===== src/rtl/des_pkg.sv =====
// des_pkg: shared DES key-schedule definitions.
//   - state_e        : schedule controller states
//   - SHIFT_ENC/DEC  : per-round rotation amounts (encrypt = left, decrypt = right)
//   - PC1_TAB/PC2_TAB: FIPS 46-3 permuted-choice tables, 1-based DES bit numbers
//   - pc1()          : 64-bit key -> 56-bit C|D (parity bits dropped)
//   - rotl28/rotr28  : rotate a 28-bit half by 0, 1 or 2
//   - rot_cd()       : rotate both halves independently in one direction
package des_pkg;

  typedef enum logic [1:0] {
    ST_IDLE = 2'd0,
    ST_RUN  = 2'd1,
    ST_DONE = 2'd2
  } state_e;

  localparam logic [1:0] SHIFT_ENC [16] = '{
    2'd1, 2'd1, 2'd2, 2'd2, 2'd2, 2'd2, 2'd2, 2'd2,
    2'd1, 2'd2, 2'd2, 2'd2, 2'd2, 2'd2, 2'd2, 2'd1
  };

  // Decrypt round 0 is unrotated: the encrypt schedule rotates 28 in total,
  // so K16 sits on the original PC-1 alignment.
  localparam logic [1:0] SHIFT_DEC [16] = '{
    2'd0, 2'd1, 2'd2, 2'd2, 2'd2, 2'd2, 2'd2, 2'd2,
    2'd1, 2'd2, 2'd2, 2'd2, 2'd2, 2'd2, 2'd2, 2'd1
  };

  localparam int unsigned PC1_TAB [56] = '{
    57, 49, 41, 33, 25, 17,  9,
     1, 58, 50, 42, 34, 26, 18,
    10,  2, 59, 51, 43, 35, 27,
    19, 11,  3, 60, 52, 44, 36,
    63, 55, 47, 39, 31, 23, 15,
     7, 62, 54, 46, 38, 30, 22,
    14,  6, 61, 53, 45, 37, 29,
    21, 13,  5, 28, 20, 12,  4
  };

  localparam int unsigned PC2_TAB [48] = '{
    14, 17, 11, 24,  1,  5,
     3, 28, 15,  6, 21, 10,
    23, 19, 12,  4, 26,  8,
    16,  7, 27, 20, 13,  2,
    41, 52, 31, 37, 47, 55,
    30, 40, 51, 45, 33, 48,
    44, 49, 39, 56, 34, 53,
    46, 42, 50, 36, 29, 32
  };

  // DES bit b (1 = MSB) lives at key[64-b]; output bit i lands at cd[55-i].
  function automatic logic [55:0] pc1(input logic [63:0] key);
    logic [55:0] cd;
    cd = '0;
    for (int i = 0; i < 56; i++) begin
      cd[6'(55 - i)] = key[6'(64 - PC1_TAB[i])];
    end
    return cd;
  endfunction

  function automatic logic [27:0] rotl28(input logic [27:0] x, input logic [1:0] n);
    case (n)
      2'd1:    return {x[26:0], x[27]};
      2'd2:    return {x[25:0], x[27:26]};
      default: return x;
    endcase
  endfunction

  function automatic logic [27:0] rotr28(input logic [27:0] x, input logic [1:0] n);
    case (n)
      2'd1:    return {x[0], x[27:1]};
      2'd2:    return {x[1:0], x[27:2]};
      default: return x;
    endcase
  endfunction

  function automatic logic [55:0] rot_cd(input logic [55:0] cd, input logic [1:0] n,
                                         input logic right);
    if (right) return {rotr28(cd[55:28], n), rotr28(cd[27:0], n)};
    else       return {rotl28(cd[55:28], n), rotl28(cd[27:0], n)};
  endfunction

endpackage


===== src/rtl/des_pc2.sv =====
// des_pc2: DES permuted choice 2, purely combinational.
//   cd     in  56 : C (cd[55:28]) | D (cd[27:0]), cd[55] = C|D bit 1
//   subkey out 48 : round subkey, subkey[47] = PC-2 bit 1
module des_pc2
  import des_pkg::*;
(
  input  logic [55:0] cd,
  output logic [47:0] subkey
);

  always_comb begin
    subkey = '0;
    for (int j = 0; j < 48; j++) begin
      subkey[6'(47 - j)] = cd[6'(56 - PC2_TAB[j])];
    end
  end

  // C|D bits 9,18,22,25,35,38,43,54 are never selected by PC-2.
  logic unused_dropped;
  assign unused_dropped = ^{cd[47], cd[38], cd[34], cd[31], cd[21], cd[18], cd[13], cd[2]};

endmodule


===== src/rtl/des_subkey_gen.sv =====
// des_subkey_gen: iterative DES key schedule, one 48-bit subkey per handshake.
//   clk, rstn         : clock, async active-low reset
//   start/decrypt/key : request a schedule (sampled only when idle)
//   subkey/round      : presented subkey and its issue index, qualified by subkey_valid
//   subkey_ready      : consumer accepts the presented subkey
//   busy/done         : schedule in progress / one-cycle completion pulse
//
// state   | meaning
// --------+-----------------------------------------------------------
// ST_IDLE | waiting for start; C/D hold last value
// ST_RUN  | presenting subkey[round]; advance on valid & ready
// ST_DONE | one-cycle done pulse, start ignored
module des_subkey_gen
  import des_pkg::*;
(
  input  logic        clk,
  input  logic        rstn,
  input  logic        start,
  input  logic        decrypt,
  input  logic [63:0] key,
  output logic [47:0] subkey,
  output logic        subkey_valid,
  input  logic        subkey_ready,
  output logic [3:0]  round,
  output logic        busy,
  output logic        done
);

  state_e      state_q, state_d;
  logic [55:0] cd_q, cd_d;
  logic [3:0]  round_q, round_d;
  logic        mode_q, mode_d;
  logic        valid_q, valid_d;
  logic        done_q, done_d;
  logic [3:0]  round_inc;
  logic [1:0]  shift_next;

  assign round_inc  = round_q + 4'd1;
  assign shift_next = mode_q ? SHIFT_DEC[round_inc] : SHIFT_ENC[round_inc];

  always_comb begin
    state_d = state_q;
    cd_d    = cd_q;
    round_d = round_q;
    mode_d  = mode_q;
    case (state_q)
      ST_IDLE: begin
        if (start) begin
          state_d = ST_RUN;
          mode_d  = decrypt;
          round_d = 4'd0;
          cd_d    = rot_cd(pc1(key), decrypt ? SHIFT_DEC[0] : SHIFT_ENC[0], decrypt);
        end
      end
      ST_RUN: begin
        if (subkey_ready) begin
          if (round_q == 4'd15) begin
            state_d = ST_DONE;
          end else begin
            round_d = round_inc;
            cd_d    = rot_cd(cd_q, shift_next, mode_q);
          end
        end
      end
      ST_DONE: state_d = ST_IDLE;
      default: state_d = ST_IDLE;
    endcase
    valid_d = (state_d == ST_RUN);
    done_d  = (state_d == ST_DONE);
  end

  always_ff @(posedge clk or negedge rstn) begin
    if (!rstn) begin
      state_q <= ST_IDLE;
      cd_q    <= '0;
      round_q <= '0;
      mode_q  <= 1'b0;
      valid_q <= 1'b0;
      done_q  <= 1'b0;
    end else begin
      state_q <= state_d;
      cd_q    <= cd_d;
      round_q <= round_d;
      mode_q  <= mode_d;
      valid_q <= valid_d;
      done_q  <= done_d;
    end
  end

  des_pc2 u_pc2 (
    .cd     (cd_q),
    .subkey (subkey)
  );

  assign subkey_valid = valid_q;
  assign busy         = valid_q;
  assign done         = done_q;
  assign round        = round_q;

  // Parity bits of the key carry no schedule information.
  logic unused_parity;
  assign unused_parity = ^{key[56], key[48], key[40], key[32], key[24], key[16], key[8], key[0]};

endmodule


===== config.mk =====
export PLATFORM = sky130hd
export DESIGN_NAME = des_subkey_gen
export DESIGN_NICKNAME = d
export VERILOG_FILES = /design/src/rtl/des_pkg.sv /design/src/rtl/des_pc2.sv /design/src/rtl/des_subkey_gen.sv
export SDC_FILE = /design/constraint.sdc
export NUM_CORES = 1
export LEC_CHECK = 0
export ABC_AREA = 1
export CAP_MARGIN = 20
export CORE_ASPECT_RATIO = 0.7
export CORE_MARGIN = 5
export CORE_UTILIZATION = 52
export CTS_BUF_LIST = sky130_fd_sc_hd__clkbuf_4 sky130_fd_sc_hd__clkbuf_8 sky130_fd_sc_hd__clkbuf_16
export DETAILED_ROUTE_END_ITERATION = 10
export PLACE_DENSITY = 0.82
export SYNTH_ARGS = -nofsm -noshare
export SYNTH_HDL_FRONTEND = slang
export SYNTH_SLANG_ARGS = --single-unit

===== constraint.sdc =====
create_clock -name clk -period 5.08 [get_ports clk]
set_input_delay 1.016 -clock clk [delete_from_list [all_inputs] [get_ports clk]]
set_output_delay 1.016 -clock clk [all_outputs]
set_load 0.05 [all_outputs]

; After elaboration in Yosys (flattened, before gate mapping)
; Memories as Yosys holds them, arrays and structs flattened.
; Index checks and enable logic that the tools add are counted.
[op_classes]
n_addsub = 1
n_lt_le_gt_ge = 1
eq_ne = 12
muxes = 28
n_bitwise = 1
reduce_logical = 5
[op_table]
columns = operator, n
row1 = case mux 28 bit (2 select lines), 7
row2 = 2-to-1 mux 56 bit, 5
row3 = case mux 56 bit (2 select lines), 1
row4 = 2-to-1 mux 2 bit, 8
row5 = 2-to-1 mux 4 bit, 3
row6 = case mux 6 bit (2 select lines), 1
row7 = case mux 4 bit (2 select lines), 1
row8 = == test 2 x 1 -> 1 bit (second input constant), 3
row9 = inequality test 2 bit (second input constant), 3
row10 = greater-or-equal comparator 5 bit (second input constant), 1
row11 = inverter 4 -> 5 bit, 1
row12 = AND reduction 5 bit, 1
row13 = adder 4 x 1 -> 4 bit (second input constant), 1
row14 = == test 2 bit (second input constant), 2
row15 = == test 4 bit (second input constant), 1
row16 = case mux 2 bit (2 select lines), 1
row17 = AND reduction 4 bit, 1
row18 = inequality test 3 x 1 -> 1 bit (second input constant), 1
row19 = == test 1 x 2 -> 1 bit (second input constant), 1
row20 = logical NOT 2 bit, 1
row21 = AND reduction 2 bit, 1
row22 = nonzero test 2 bit, 1
row23 = == test 1 bit (second input constant), 1
row24 = 2-to-1 mux 1 bit, 1
[totals]
regBits = 65
mem_bits_ro = 64
input_bits = 69
output_inout_bits = 55
wordCells = 56
mem_count = 2
[mem_list]
columns = memory, depth, width, read_ports, rd_ports_with_merged_regs, wr, line
row1 = (name not given), 16, 2, 1, 0, 0, des_subkey_gen.sv:39  ; assign shift_next = mode_q ? SHIFT_DEC[round_inc] : SHIFT_ENC[round_inc];
row2 = (name not given), 16, 2, 1, 0, 0, des_subkey_gen.sv:39

; Logic depth before layout (Yosys ltp)
; Gate-level depths: netlist of the first run.
[depth]
word_depth = 12
mapped_depth = 18
mapped_depth_nobuf = 16

; Modules after synthesis
; From an unflattened synthesis of the first run, not the netlist that was laid out.
[hier_totals]
cells_unflattened = 978
area_unflattened_um2 = 5629.1
[modules_own_cells]
columns = module, n_inst, cells_per_inst, area_per_inst_um2, seq_area_each_um2
row1 = des_subkey_gen, 1, 929, 5265.0, 1626.6
row2 = des_pc2, 1, 49, 364.1, 0.0

; Worst setup path after synthesis of the first run
; Ideal clock, no wire load.
[synth_timing]
path_kind = register -> register
start = register round_q[0] (netlist: round[0])
end = register cd_q[49]
arrival_ps = 2532
required_time_ps = 5015
path_slack_ps = 2483
path_stages_with_launch = 15
path_buffers = 2
period_less_slack_ps = 2597
cell_sequence = dfrtp_1 > inv_1 > ha_1 > o21ai_0 > nand2_1 > nor2_1 > nor2_1 > ha_1 > buf_2 > inv_2 > clkbuf_1 > a21oi_1 > nor2_1 > nand2_1 > nand2_1
[synth_via]
elab_chain_len = 12
word_cells_on_any_way = 21
cone_classes = add/sub (1) / eq/ne (5) / mux (11) / bitwise (1) / reduce/logical (1) / memory (2)
[synth_rtl]
columns = item, line
row1 = "start, declared", des_subkey_gen.sv:31  ; logic [3:0] round_q, round_d;
row2 = "start signal, assigned", des_subkey_gen.sv:83  ; round_q <= round_d;
row3 = adder 4 x 1 -> 4 bit, des_subkey_gen.sv:38  ; assign round_inc = round_q + 4'd1;
row4 = inverter 4 -> 5 bit (not written as such), des_subkey_gen.sv:39
row5 = memory read (16 x 2 bit), -
row6 = 2-to-1 mux 2 bit (not written as such) (2 in series), des_subkey_gen.sv:39
row7 = 2-to-1 mux 2 bit, des_subkey_gen.sv:39
row8 = == test 2 bit / == test 2 x 1 -> 1 bit (equally long branches), "des_pkg.sv:61, des_pkg.sv:69"
row9 = case mux 28 bit (2 select lines) (on tied branches), "des_pkg.sv:61, des_pkg.sv:69"
row10 = 2-to-1 mux 56 bit, des_pkg.sv:78  ; if (right) return {rotr28(cd[55:28], n), rotr28(cd[27:0], n)};
row11 = 2-to-1 mux 56 bit, des_subkey_gen.sv:57  ; if (round_q == 4'd15) begin
row12 = 2-to-1 mux 56 bit, des_subkey_gen.sv:56  ; if (subkey_ready) begin
row13 = case mux 56 bit (2 select lines), des_subkey_gen.sv:46  ; case (state_q)
row14 = "end signal, assigned", des_subkey_gen.sv:75  ; cd_q <= '0;
row15 = "end signal, assigned", des_subkey_gen.sv:82  ; cd_q <= cd_d;
row16 = "end, declared", des_subkey_gen.sv:30  ; logic [55:0] cd_q, cd_d;
; Several ways; a longest one is shown, not always the timed one. The select of a mux whose other input is x is not followed.
; A chain may end at the register's enable or synchronous reset.

; Final worst setup path of the first run
[layout_timing]
start = register round_q[1] (netlist: round[1])
end = register cd_q[23]
; Same word-level chain as after synthesis.

==> impl_results.html, run 1 <==
<table>
<tr><th>Metric</th><th>Value</th></tr>
<tr><th colspan="2">GRT</th></tr>
<tr><td>First-pass GRT wire length</td><td>25100 um</td></tr>
<tr><td>Vias in the first global route</td><td>between 4000 and 5000</td></tr>
<tr><td>Global-route usage over all layers</td><td>a little under a quarter</td></tr>
<tr><td>Largest net degree at the start of global routing</td><td>about 60</td></tr>
<tr><td>Antenna violations before repair</td><td>0</td></tr>
<tr><td>Congestion Overflow GR</td><td>0</td></tr>
<tr><th colspan="2">Critical path</th></tr>
<tr><td>Class of the most critical setup path</td><td>reg -&gt; reg</td></tr>
<tr><td>Maximum fanout count along the critical path</td><td>55</td></tr>
<tr><td>Worst-path cell with the longest stage delay</td><td>sky130_fd_sc_hd__inv_2</td></tr>
<tr><td>Beginning of the worst register-to-register path</td><td>round[1]</td></tr>
<tr><td>Required time reported for the critical path endpoint</td><td>5.31 ns</td></tr>
<tr><td>Crit path largest cell delay</td><td>approximately 0.55 ns</td></tr>
<tr><td>Critical path endpoint category</td><td>flip-flop</td></tr>
<tr><td>Startpoint of the most critical setup path</td><td>round[1]</td></tr>
<tr><td>CP startpoint kind</td><td>flip-flop</td></tr>
<tr><td>Cells along the critical path</td><td>ha_1, inv_1, nand2_1, nand2_1, o21ai_0, nor2_1, nor2_1, ha_2, buf_4, inv_2, nand2_1, nand3_1, nand3_1, nand2_1, nand2_1, nand2_1</td></tr>
<tr><td>Cell type with the highest occurrence count on the critical path</td><td>sky130_fd_sc_hd__nand2_1</td></tr>
<tr><td>Critical Path AT</td><td>about 3.6 ns</td></tr>
<tr><th colspan="2">Placement</th></tr>
<tr><td>Port Buffer Count</td><td>between 70 and 80</td></tr>
<tr><td>Half-perimeter wire length after placement</td><td>~9200 um</td></tr>
<tr><td>Routability Congestion</td><td>0.827</td></tr>
<tr><td>Setup Slack @ Placement</td><td>1.79 ns</td></tr>
<tr><th colspan="2">Synthesis</th></tr>
<tr><td>Cell types with the highest counts after synthesis</td><td>sky130_fd_sc_hd__nand2_1 (497), sky130_fd_sc_hd__nand3_1 (127), sky130_fd_sc_hd__nor2_1 (109)</td></tr>
<tr><td>Area share of the largest cell type after synthesis</td><td>roughly 33%</td></tr>
<tr><td>Adder-cell area share of the yosys netlist</td><td>~1.5%</td></tr>
<tr><td>Leading area contributor after synthesis</td><td>sky130_fd_sc_hd__nand2_1</td></tr>
<tr><td>Total of warnings raised by yosys</td><td>0</td></tr>
<tr><td>Top FF cell, synth</td><td>sky130_fd_sc_hd__dfrtp_1</td></tr>
<tr><td>Count of mapped cells out of synthesis</td><td>978</td></tr>
<tr><td>Cell area after technology mapping</td><td>5670 um^2</td></tr>
<tr><td>Most used standard cell by instance count after synthesis</td><td>sky130_fd_sc_hd__nand2_1</td></tr>
<tr><td>Synth Area in XOR/XNOR</td><td>less than 1%</td></tr>
<tr><td>Post-synth cell types</td><td>27</td></tr>
<tr><td>Synthesized-area fraction occupied by ao, oa, aoi and oai cells</td><td>about 3.1%</td></tr>
<tr><td>EDFF count, synth</td><td>0</td></tr>
<tr><td>FF+latch count, synth</td><td>between 60 and 70</td></tr>
<tr><td>Mean instance size in the synthesized netlist</td><td>approximately 5.8 um^2</td></tr>
<tr><td>Synth Area in Simple Gates</td><td>52.7%</td></tr>
<tr><td>Multiplexer share of the synthesized area</td><td>0%</td></tr>
<tr><td>Proportion of synthesized chip area in sequential cells</td><td>28.7%</td></tr>
<tr><td>Main combinational cell family by area after synthesis</td><td>simple AND/OR/NAND/NOR gates</td></tr>
<tr><td>Share of flip-flops with an asynchronous set or reset</td><td>100%</td></tr>
<tr><td>Main area contributors after synthesis</td><td>sky130_fd_sc_hd__nand2_1 (33%), sky130_fd_sc_hd__dfrtp_1 (29%), sky130_fd_sc_hd__nand3_1 (11%), sky130_fd_sc_hd__nor2_1 (7.2%), sky130_fd_sc_hd__buf_4 (7.0%)</td></tr>
<tr><th colspan="2">STA</th></tr>
<tr><td>Tightest slew margin relative to the limit</td><td>31.8%</td></tr>
<tr><td>Final hold vios</td><td>0</td></tr>
<tr><td>Setup Skew</td><td>roughly 0.0084 ns</td></tr>
<tr><td>Total setup violations reported at the end of the flow</td><td>0</td></tr>
<tr><td>Final critical-path required period</td><td>around 3.4 ns</td></tr>
<tr><td>RSZ-0062 raised after global routing</td><td>no</td></tr>
<tr><td>Part of the cycle the worst path needs</td><td>between 60% and 70%</td></tr>
<tr><td>Final-report max-slew violation count</td><td>0</td></tr>
<tr><td>Setup slack of the critical path after layout</td><td>around 1.7 ns</td></tr>
<tr><td>Maximum clock frequency</td><td>between 200 and 300 MHz</td></tr>
<tr><td>Total negative slack for setup checks</td><td>0 ns</td></tr>
<tr><td>Actual slew at the worst max-slew pin</td><td>around 1.0 ns</td></tr>
<tr><th colspan="2">Detailed routing</th></tr>
<tr><td>Routed wire per std cell</td><td>approximately 13 um</td></tr>
<tr><td>Via Count</td><td>5897</td></tr>
<tr><td>Antenna Nets Post-Route</td><td>0</td></tr>
<tr><td>Post-route DRC</td><td>0</td></tr>
<tr><td>Total met2 wirelength after detailed routing</td><td>between 6000 and 7000 um</td></tr>
<tr><td>Wirelength, routed</td><td>between 10000 and 15000 um</td></tr>
<tr><td>Vias/cell</td><td>between 5 and 6</td></tr>
<tr><td>First-iteration detailed-routing DRC count</td><td>just over 700</td></tr>
<tr><td>First-pass DRT Iterations</td><td>5</td></tr>
<tr><td>Top Layer Used</td><td>met4</td></tr>
<tr><td>Met3 Wirelength</td><td>approximately 1500 um</td></tr>
<tr><td>Sum of routed wire segments on met1</td><td>a little under 7000 um</td></tr>
<tr><th colspan="2">Die</th></tr>
<tr><td>Area enclosed by the die boundary</td><td>between 10000 and 15000 um^2</td></tr>
<tr><td>Floorplan die height</td><td>97.4 um</td></tr>
<tr><td>Standard cell core area</td><td>between 10000 and 15000 um^2</td></tr>
<tr><td>Width of the die</td><td>around 130 um</td></tr>
<tr><td># rows</td><td>31</td></tr>
<tr><td>Count of pins on the block boundary</td><td>about 120</td></tr>
<tr><td>Effective utilization at floorplan</td><td>between 50% and 60%</td></tr>
<tr><th colspan="2">Clock tree</th></tr>
<tr><td>Post-CTS clock slew at the launch and capture registers of the worst setup and hold paths</td><td>roughly 0.060 ns</td></tr>
<tr><td>Clock root buffer</td><td>sky130_fd_sc_hd__clkbuf_16</td></tr>
<tr><td>Post-cts sizing count</td><td>0</td></tr>
<tr><td>H-tree levels</td><td>3</td></tr>
<tr><td>Post-CTS setup-driven buffer insertion count</td><td>0</td></tr>
<tr><td>CTS hold repair buffers</td><td>0</td></tr>
<tr><td>TritonCTS sink count</td><td>65</td></tr>
<tr><td>Max clock buf depth</td><td>2</td></tr>
<tr><td>Clock latency of the later-clocked register in the worst-skew pair</td><td>roughly 0.34 ns</td></tr>
<tr><td>TritonCTS clock tree</td><td>built</td></tr>
<tr><td>Clock buffer count from CTS</td><td>9</td></tr>
<tr><th colspan="2">Layout</th></tr>
<tr><td>Total area of sequential cells</td><td>1630 um^2</td></tr>
<tr><td>Final-layout fill cell count</td><td>roughly 1000</td></tr>
<tr><td>Area of combinational cells with multiple inputs</td><td>between 3000 and 4000 um^2</td></tr>
<tr><td>ANT cells</td><td>0</td></tr>
<tr><td>Number of nets in the finished design</td><td>approximately 1100</td></tr>
<tr><td>Share of layout cells above drive strength 1</td><td>4.08%</td></tr>
<tr><td>Area overhead of the layout relative to synthesis</td><td>11.8%</td></tr>
<tr><th colspan="2">Hold path</th></tr>
<tr><td>Tightest Hold Check Type</td><td>reg -&gt; reg</td></tr>
<tr><td>Min-Delay Startpoint</td><td>cd_q[28]</td></tr>
<tr><th colspan="2">Run status</th></tr>
<tr><td>Run status</td><td>complete, no violations</td></tr>
<tr><th colspan="2">Run</th></tr>
<tr><td>Max Cap Viol</td><td>0</td></tr>
</table>
==> metal layers <==
metal	vias up	GRT usage [%]
li1	2977	-
met3	22	5.69
met1	2598	35.0
met5	-	0
met4	0	6.57
met2	300	31.6
==> cells in the final DEF (no fill, tap or decap), drive strengths merged <==
| cell | netlist | final |
|---|---|---|
| conb | 1 | 16 |
| a21oi | 23 | 23 |
| clkdlybuf4s50 | 0 | 74 |
| xor2 | 1 | 1 |
| ha | 7 | 7 |
| buf | 99 | 10 |
| bufinv | 0 | 1 |
| xnor2 | 1 | 1 |
| o21ai | 5 | 5 |
| nand3 | 128 | 128 |
| nand2 | 498 | 498 |
| clkinv | 0 | 1 |
| clkbuf | 13 | 14 |
| dfrtp | 65 | 65 |
| nor2 | 112 | 112 |
| inv | 17 | 17 |
| o211ai | 4 | 4 |
| nor3 | 2 | 2 |
| nand4 | 2 | 2 |
==> worst paths after layout <==
kind,endpoint,slack (ns),depth (start not counted)
worst max-delay path,cd_q[23],1.71,16
worst min-delay path,cd_q[28],0.53,2
worst max register to register,cd_q[23],1.71,16
worst min register to register,cd_q[28],0.53,2
max in group asynchronous,cd_q[34],3.37,2
min in group asynchronous,cd_q[9],0.73,1
==> flip-flops by register name (all words and copies together) (netlist names) <==
signal	flops
busy	1
cd_q	56
done	1
mode_q	1
round	4
state_q	2
==> worst max-delay path: cells and delay by family (launching register included) <==
family	cells	cell delay (ns)
flops	1	0.52
fa+ha+maj	2	0.49
simple gates	10	0.99
compound gates	1	0.15
buf+inv	3	1.08
==> kinds of logic (layout without fill, tap and decap cells) <==
| family | after synthesis | after routing |
|---|---|---|
| and+or+nand+nor | 742 | 742 |
| buffers and inverters | 129 | 117 |
| DFF | 65 | 65 |
| AOI/OAI and AO/OA | 32 | 32 |
| adders and majority gates | 7 | 7 |
| xor gates and xnor gates | 2 | 2 |
| other | 1 | 16 |
==> final cells by class <==
class,instances,area share (%)
tap,148,2.92
sequential,65,25.7
timing repair buffer,84,12.8
inverter,17,1.01
multi-input combinational,799,52.6
clock buffer,14,4.44
clock inverter,2,0.552
==> metrics by stage <==
step	std cells	hold slack [ns]	utilization [%]	area, um^2
2_1_floorplan	993	0.471	-	5730
3_3_place_gp	1113	0.493	57.3	6030
3_5_place_dp	1113	0.514	57.3	6030
4_1_cts	1129	0.527	60.3	6340
5_1_grt	1129	0.576	60.3	6340
6_report	1129	0.532	60.3	6340
Power of run 1 is left out: the tool's default activity adds up to more than one toggle a clock period on the data nets, which glitch-free logic cannot reach.
==> run 2, diff against run 1 <==
==> constraint.sdc (replaced) <==
create_clock -name clk -period 3.3 [get_ports clk]
set_input_delay 0.66 -clock clk [delete_from_list [all_inputs] [get_ports clk]]
set_output_delay 0.66 -clock clk [all_outputs]
set_load 0.05 [all_outputs]
==> run 2 against run 1 <==
Against the previous run:
- hold slack got worse by 0.14 ns
- clock skew decreased by 0.0050 ns
- worst setup slack got worse by 1.3 ns
==> impl_results.html, run 2 (same netlist as run 1, synthesis figures left out) <==
<table>
<tr><th>Metric</th><th>Value</th></tr>
<tr><th colspan="2">Layout</th></tr>
<tr><td>ANT cells</td><td>0 (unchanged)</td></tr>
<tr><td>Cell Count, Final, Fillers Out</td><td>1138 (+0.80%)</td></tr>
<tr><td>Register ranked first by flip-flop count</td><td>cd_q</td></tr>
<tr><td>Share of layout cells above drive strength 1</td><td>4.95% (+0.87 points)</td></tr>
<tr><td>Area overhead of the layout relative to synthesis</td><td>12.6%</td></tr>
<tr><td>Largest register FFs</td><td>56 (unchanged)</td></tr>
<tr><td>Commonest non-fill, non-tap cell in the layout</td><td>sky130_fd_sc_hd__nand2_1</td></tr>
<tr><td>Number of nets in the finished design</td><td>1061 (+0.86%)</td></tr>
<tr><td>Final-layout fill cell count</td><td>1011 (+0.30%)</td></tr>
<tr><td>Most used cells in the layout excluding fill and tap cells</td><td>sky130_fd_sc_hd__nand2_1 (497), sky130_fd_sc_hd__nand3_1 (127), sky130_fd_sc_hd__nor2_1 (109), sky130_fd_sc_hd__clkdlybuf4s50_1 (74), sky130_fd_sc_hd__dfrtp_1 (64)</td></tr>
<tr><th colspan="2">Critical path</th></tr>
<tr><td>Critical Path AT</td><td>3.17 ns (-0.43 ns)</td></tr>
<tr><td>Cells along the critical path</td><td>ha_1, nand2_1, nand2_1, inv_1, o21ai_0, nand2_1, ha_2, inv_2, nand2_1, nand3_1, nand3_1, nand2_1, nand2_1, nand2_1</td></tr>
<tr><td>Crit path largest cell delay</td><td>0.66 ns (+0.11 ns)</td></tr>
<tr><td>Reg2Reg Depth</td><td>14 (-2)</td></tr>
<tr><td>Beginning of the worst register-to-register path</td><td>round[1]</td></tr>
<tr><td>CP startpoint kind</td><td>flip-flop</td></tr>
<tr><td>Class of the most critical setup path</td><td>reg -&gt; reg</td></tr>
<tr><td>Required time reported for the critical path endpoint</td><td>3.58 ns (-1.73 ns)</td></tr>
<tr><td>Cell type with the highest occurrence count on the critical path</td><td>sky130_fd_sc_hd__nand2_1</td></tr>
<tr><td>Endpoint of the worst-slack reg-to-reg timing path</td><td>cd_q[6]</td></tr>
<tr><td>Critical path endpoint category</td><td>flip-flop</td></tr>
<tr><td>Worst-path cell with the longest stage delay</td><td>sky130_fd_sc_hd__inv_2</td></tr>
<tr><td>Maximum fanout count along the critical path</td><td>54 (-1.8%)</td></tr>
<tr><td>Reg-to-reg setup timing slack</td><td>0.41 ns (-1.30 ns)</td></tr>
<tr><th colspan="2">Clock tree</th></tr>
<tr><td>Clock buffer count from CTS</td><td>9 (unchanged)</td></tr>
<tr><td>Post-CTS setup-driven buffer insertion count</td><td>0 (unchanged)</td></tr>
<tr><td>H-tree levels</td><td>3 (unchanged)</td></tr>
<tr><td>CTS hold repair buffers</td><td>0 (unchanged)</td></tr>
<tr><td>Post-CTS clock slew at the launch and capture registers of the worst setup and hold paths</td><td>0.05 ns (about the same)</td></tr>
<tr><td>Clock root buffer</td><td>sky130_fd_sc_hd__clkbuf_16</td></tr>
<tr><td>Clock latency of the later-clocked register in the worst-skew pair</td><td>0.34 ns (about the same)</td></tr>
<tr><td>Max clock buf depth</td><td>2 (unchanged)</td></tr>
<tr><td>TritonCTS sink count</td><td>65 (unchanged)</td></tr>
<tr><td>Post-cts sizing count</td><td>0 (unchanged)</td></tr>
<tr><td>TritonCTS clock tree</td><td>built</td></tr>
<tr><th colspan="2">GRT</th></tr>
<tr><td>Global-route usage over all layers</td><td>22.8% (-0.13 points)</td></tr>
<tr><td>Largest net degree at the start of global routing</td><td>57 (-3.4%)</td></tr>
<tr><td>Vias in the first global route</td><td>5247 (+5.0%)</td></tr>
<tr><td>Congestion Overflow GR</td><td>0 (unchanged)</td></tr>
<tr><td>Antenna violations before repair</td><td>0 (unchanged)</td></tr>
<tr><td>First-pass GRT wire length</td><td>25200 um (+0.36%)</td></tr>
<tr><th colspan="2">Placement</th></tr>
<tr><td>Routability Congestion</td><td>0.860 (+4.1%)</td></tr>
<tr><td>Number of placed instances, taps included</td><td>1122 (+0.81%)</td></tr>
<tr><td>Port Buffer Count</td><td>75 (unchanged)</td></tr>
<tr><td>Half-perimeter wire length after placement</td><td>9490 um (+3.5%)</td></tr>
<tr><th colspan="2">STA</th></tr>
<tr><td>Maximum clock frequency</td><td>346 MHz (+17%)</td></tr>
<tr><td>RSZ-0062 raised after global routing</td><td>no</td></tr>
<tr><td>Actual slew at the worst max-slew pin</td><td>0.949 ns (-0.0733 ns)</td></tr>
<tr><td>Final critical-path required period</td><td>2.89 ns (-0.484 ns)</td></tr>
<tr><td>Total setup violations reported at the end of the flow</td><td>0 (unchanged)</td></tr>
<tr><td>Setup Skew</td><td>0.00339 ns (-0.00497 ns)</td></tr>
<tr><td>Final hold vios</td><td>0 (unchanged)</td></tr>
<tr><td>Total negative slack for setup checks</td><td>0 ns (unchanged)</td></tr>
<tr><td>Tightest slew margin relative to the limit</td><td>36.7% (+5.0 points)</td></tr>
<tr><td>Part of the cycle the worst path needs</td><td>87.5% (+21 points)</td></tr>
<tr><td>Final-report max-slew violation count</td><td>0 (unchanged)</td></tr>
<tr><th colspan="2">Detailed routing</th></tr>
<tr><td>Antenna Nets Post-Route</td><td>0 (unchanged)</td></tr>
<tr><td>First-iteration detailed-routing DRC count</td><td>833 (+18%)</td></tr>
<tr><td>Wirelength, routed</td><td>14900 um (-0.31%)</td></tr>
<tr><td>First-pass DRT Iterations</td><td>5 (unchanged)</td></tr>
<tr><td>Post-route DRC</td><td>0 (unchanged)</td></tr>
<tr><td>Vias/cell</td><td>5.24 (+0.35%)</td></tr>
<tr><td>Via Count</td><td>5965 (+1.2%)</td></tr>
<tr><td>Routed wire per std cell</td><td>13.1 um (-1.1%)</td></tr>
<tr><th colspan="2">Die</th></tr>
<tr><td>Area enclosed by the die boundary</td><td>13100 um^2 (unchanged)</td></tr>
<tr><td>Count of pins on the block boundary</td><td>124 (unchanged)</td></tr>
<tr><td># rows</td><td>31 (unchanged)</td></tr>
<tr><td>Effective utilization at floorplan</td><td>54.0% (unchanged)</td></tr>
<tr><td>Standard cell core area</td><td>10500 um^2 (unchanged)</td></tr>
<tr><td>Width of the die</td><td>135 um (unchanged)</td></tr>
<tr><td>Floorplan die height</td><td>97.4 um (unchanged)</td></tr>
<tr><th colspan="2">Hold path</th></tr>
<tr><td>Tightest Hold Check Type</td><td>in -&gt; async</td></tr>
<tr><th colspan="2">Run</th></tr>
<tr><td>Max Cap Viol</td><td>0 (unchanged)</td></tr>
<tr><th colspan="2">Run status</th></tr>
<tr><td>Run status</td><td>complete, no violations</td></tr>
</table>
==> run 2: critical path: cells and delay by family (launching register included) <==
kind / cells / cell delay, ns
compound gates: 1 / 0.16
fa+ha+maj: 2 / 0.48
buf+inv: 2 / 0.74
flops: 1 / 0.50
simple gates: 9 / 0.89
==> run 2: cell type report <==
cell class | count | area, um^2 | area share (%)
timing repair buffer | 93 | 893 | 14.0
inverter | 17 | 63.8 | 0.999
clock inverter | 3 | 15.0 | 0.235
tap | 148 | 185 | 2.90
multi-input combinational | 799 | 3340 | 52.2
clock buffer | 13 | 268 | 4.19
sequential | 65 | 1630 | 25.5
==> run 2: worst max path at each step <==
| stage | from | end | cells after the start | slack [ns] |
|---|---|---|---|---|
| after detailed placement | round[1] | cd_q[30] | 14 | 0.55 |
| after CTS | round[1] | cd_q[30] | 14 | 0.51 |
| after global placement | round[1] | cd_q[0] | 15 | 0.55 |
| after global routing | round[1] | cd_q[30] | 14 | 0.12 |
| after floorplan | round[0] | cd_q[49] | 14 | 0.70 |
| final | round[1] | cd_q[6] | 14 | 0.41 |
==> run 2: layer usage <==
metal	vias to the layer above	wire length [um]	track usage (%)
met1	2644	6950	33.7
met5	-	0	0
met2	297	6300	33.0
met3	27	1390	4.61
li1	2997	-	-
met4	0	268	7.51
==> run 2: per-stage QoR <==
| step | hold WS, ns | instance area (um^2) | utilization (%) | setup slack, ns |
|---|---|---|---|---|
| after floorplan | 0.364 | 5730 | - | 0.703 |
| after global placement | 0.492 | 6110 | 58.1 | 0.549 |
| after detailed placement | 0.500 | 6110 | 58.1 | 0.546 |
| after CTS | 0.408 | 6390 | 60.8 | 0.508 |
| after global routing | 0.439 | 6390 | 60.8 | 0.117 |
| final | 0.389 | 6390 | 60.8 | 0.412 |
Power of run 2 is left out for the same reason.
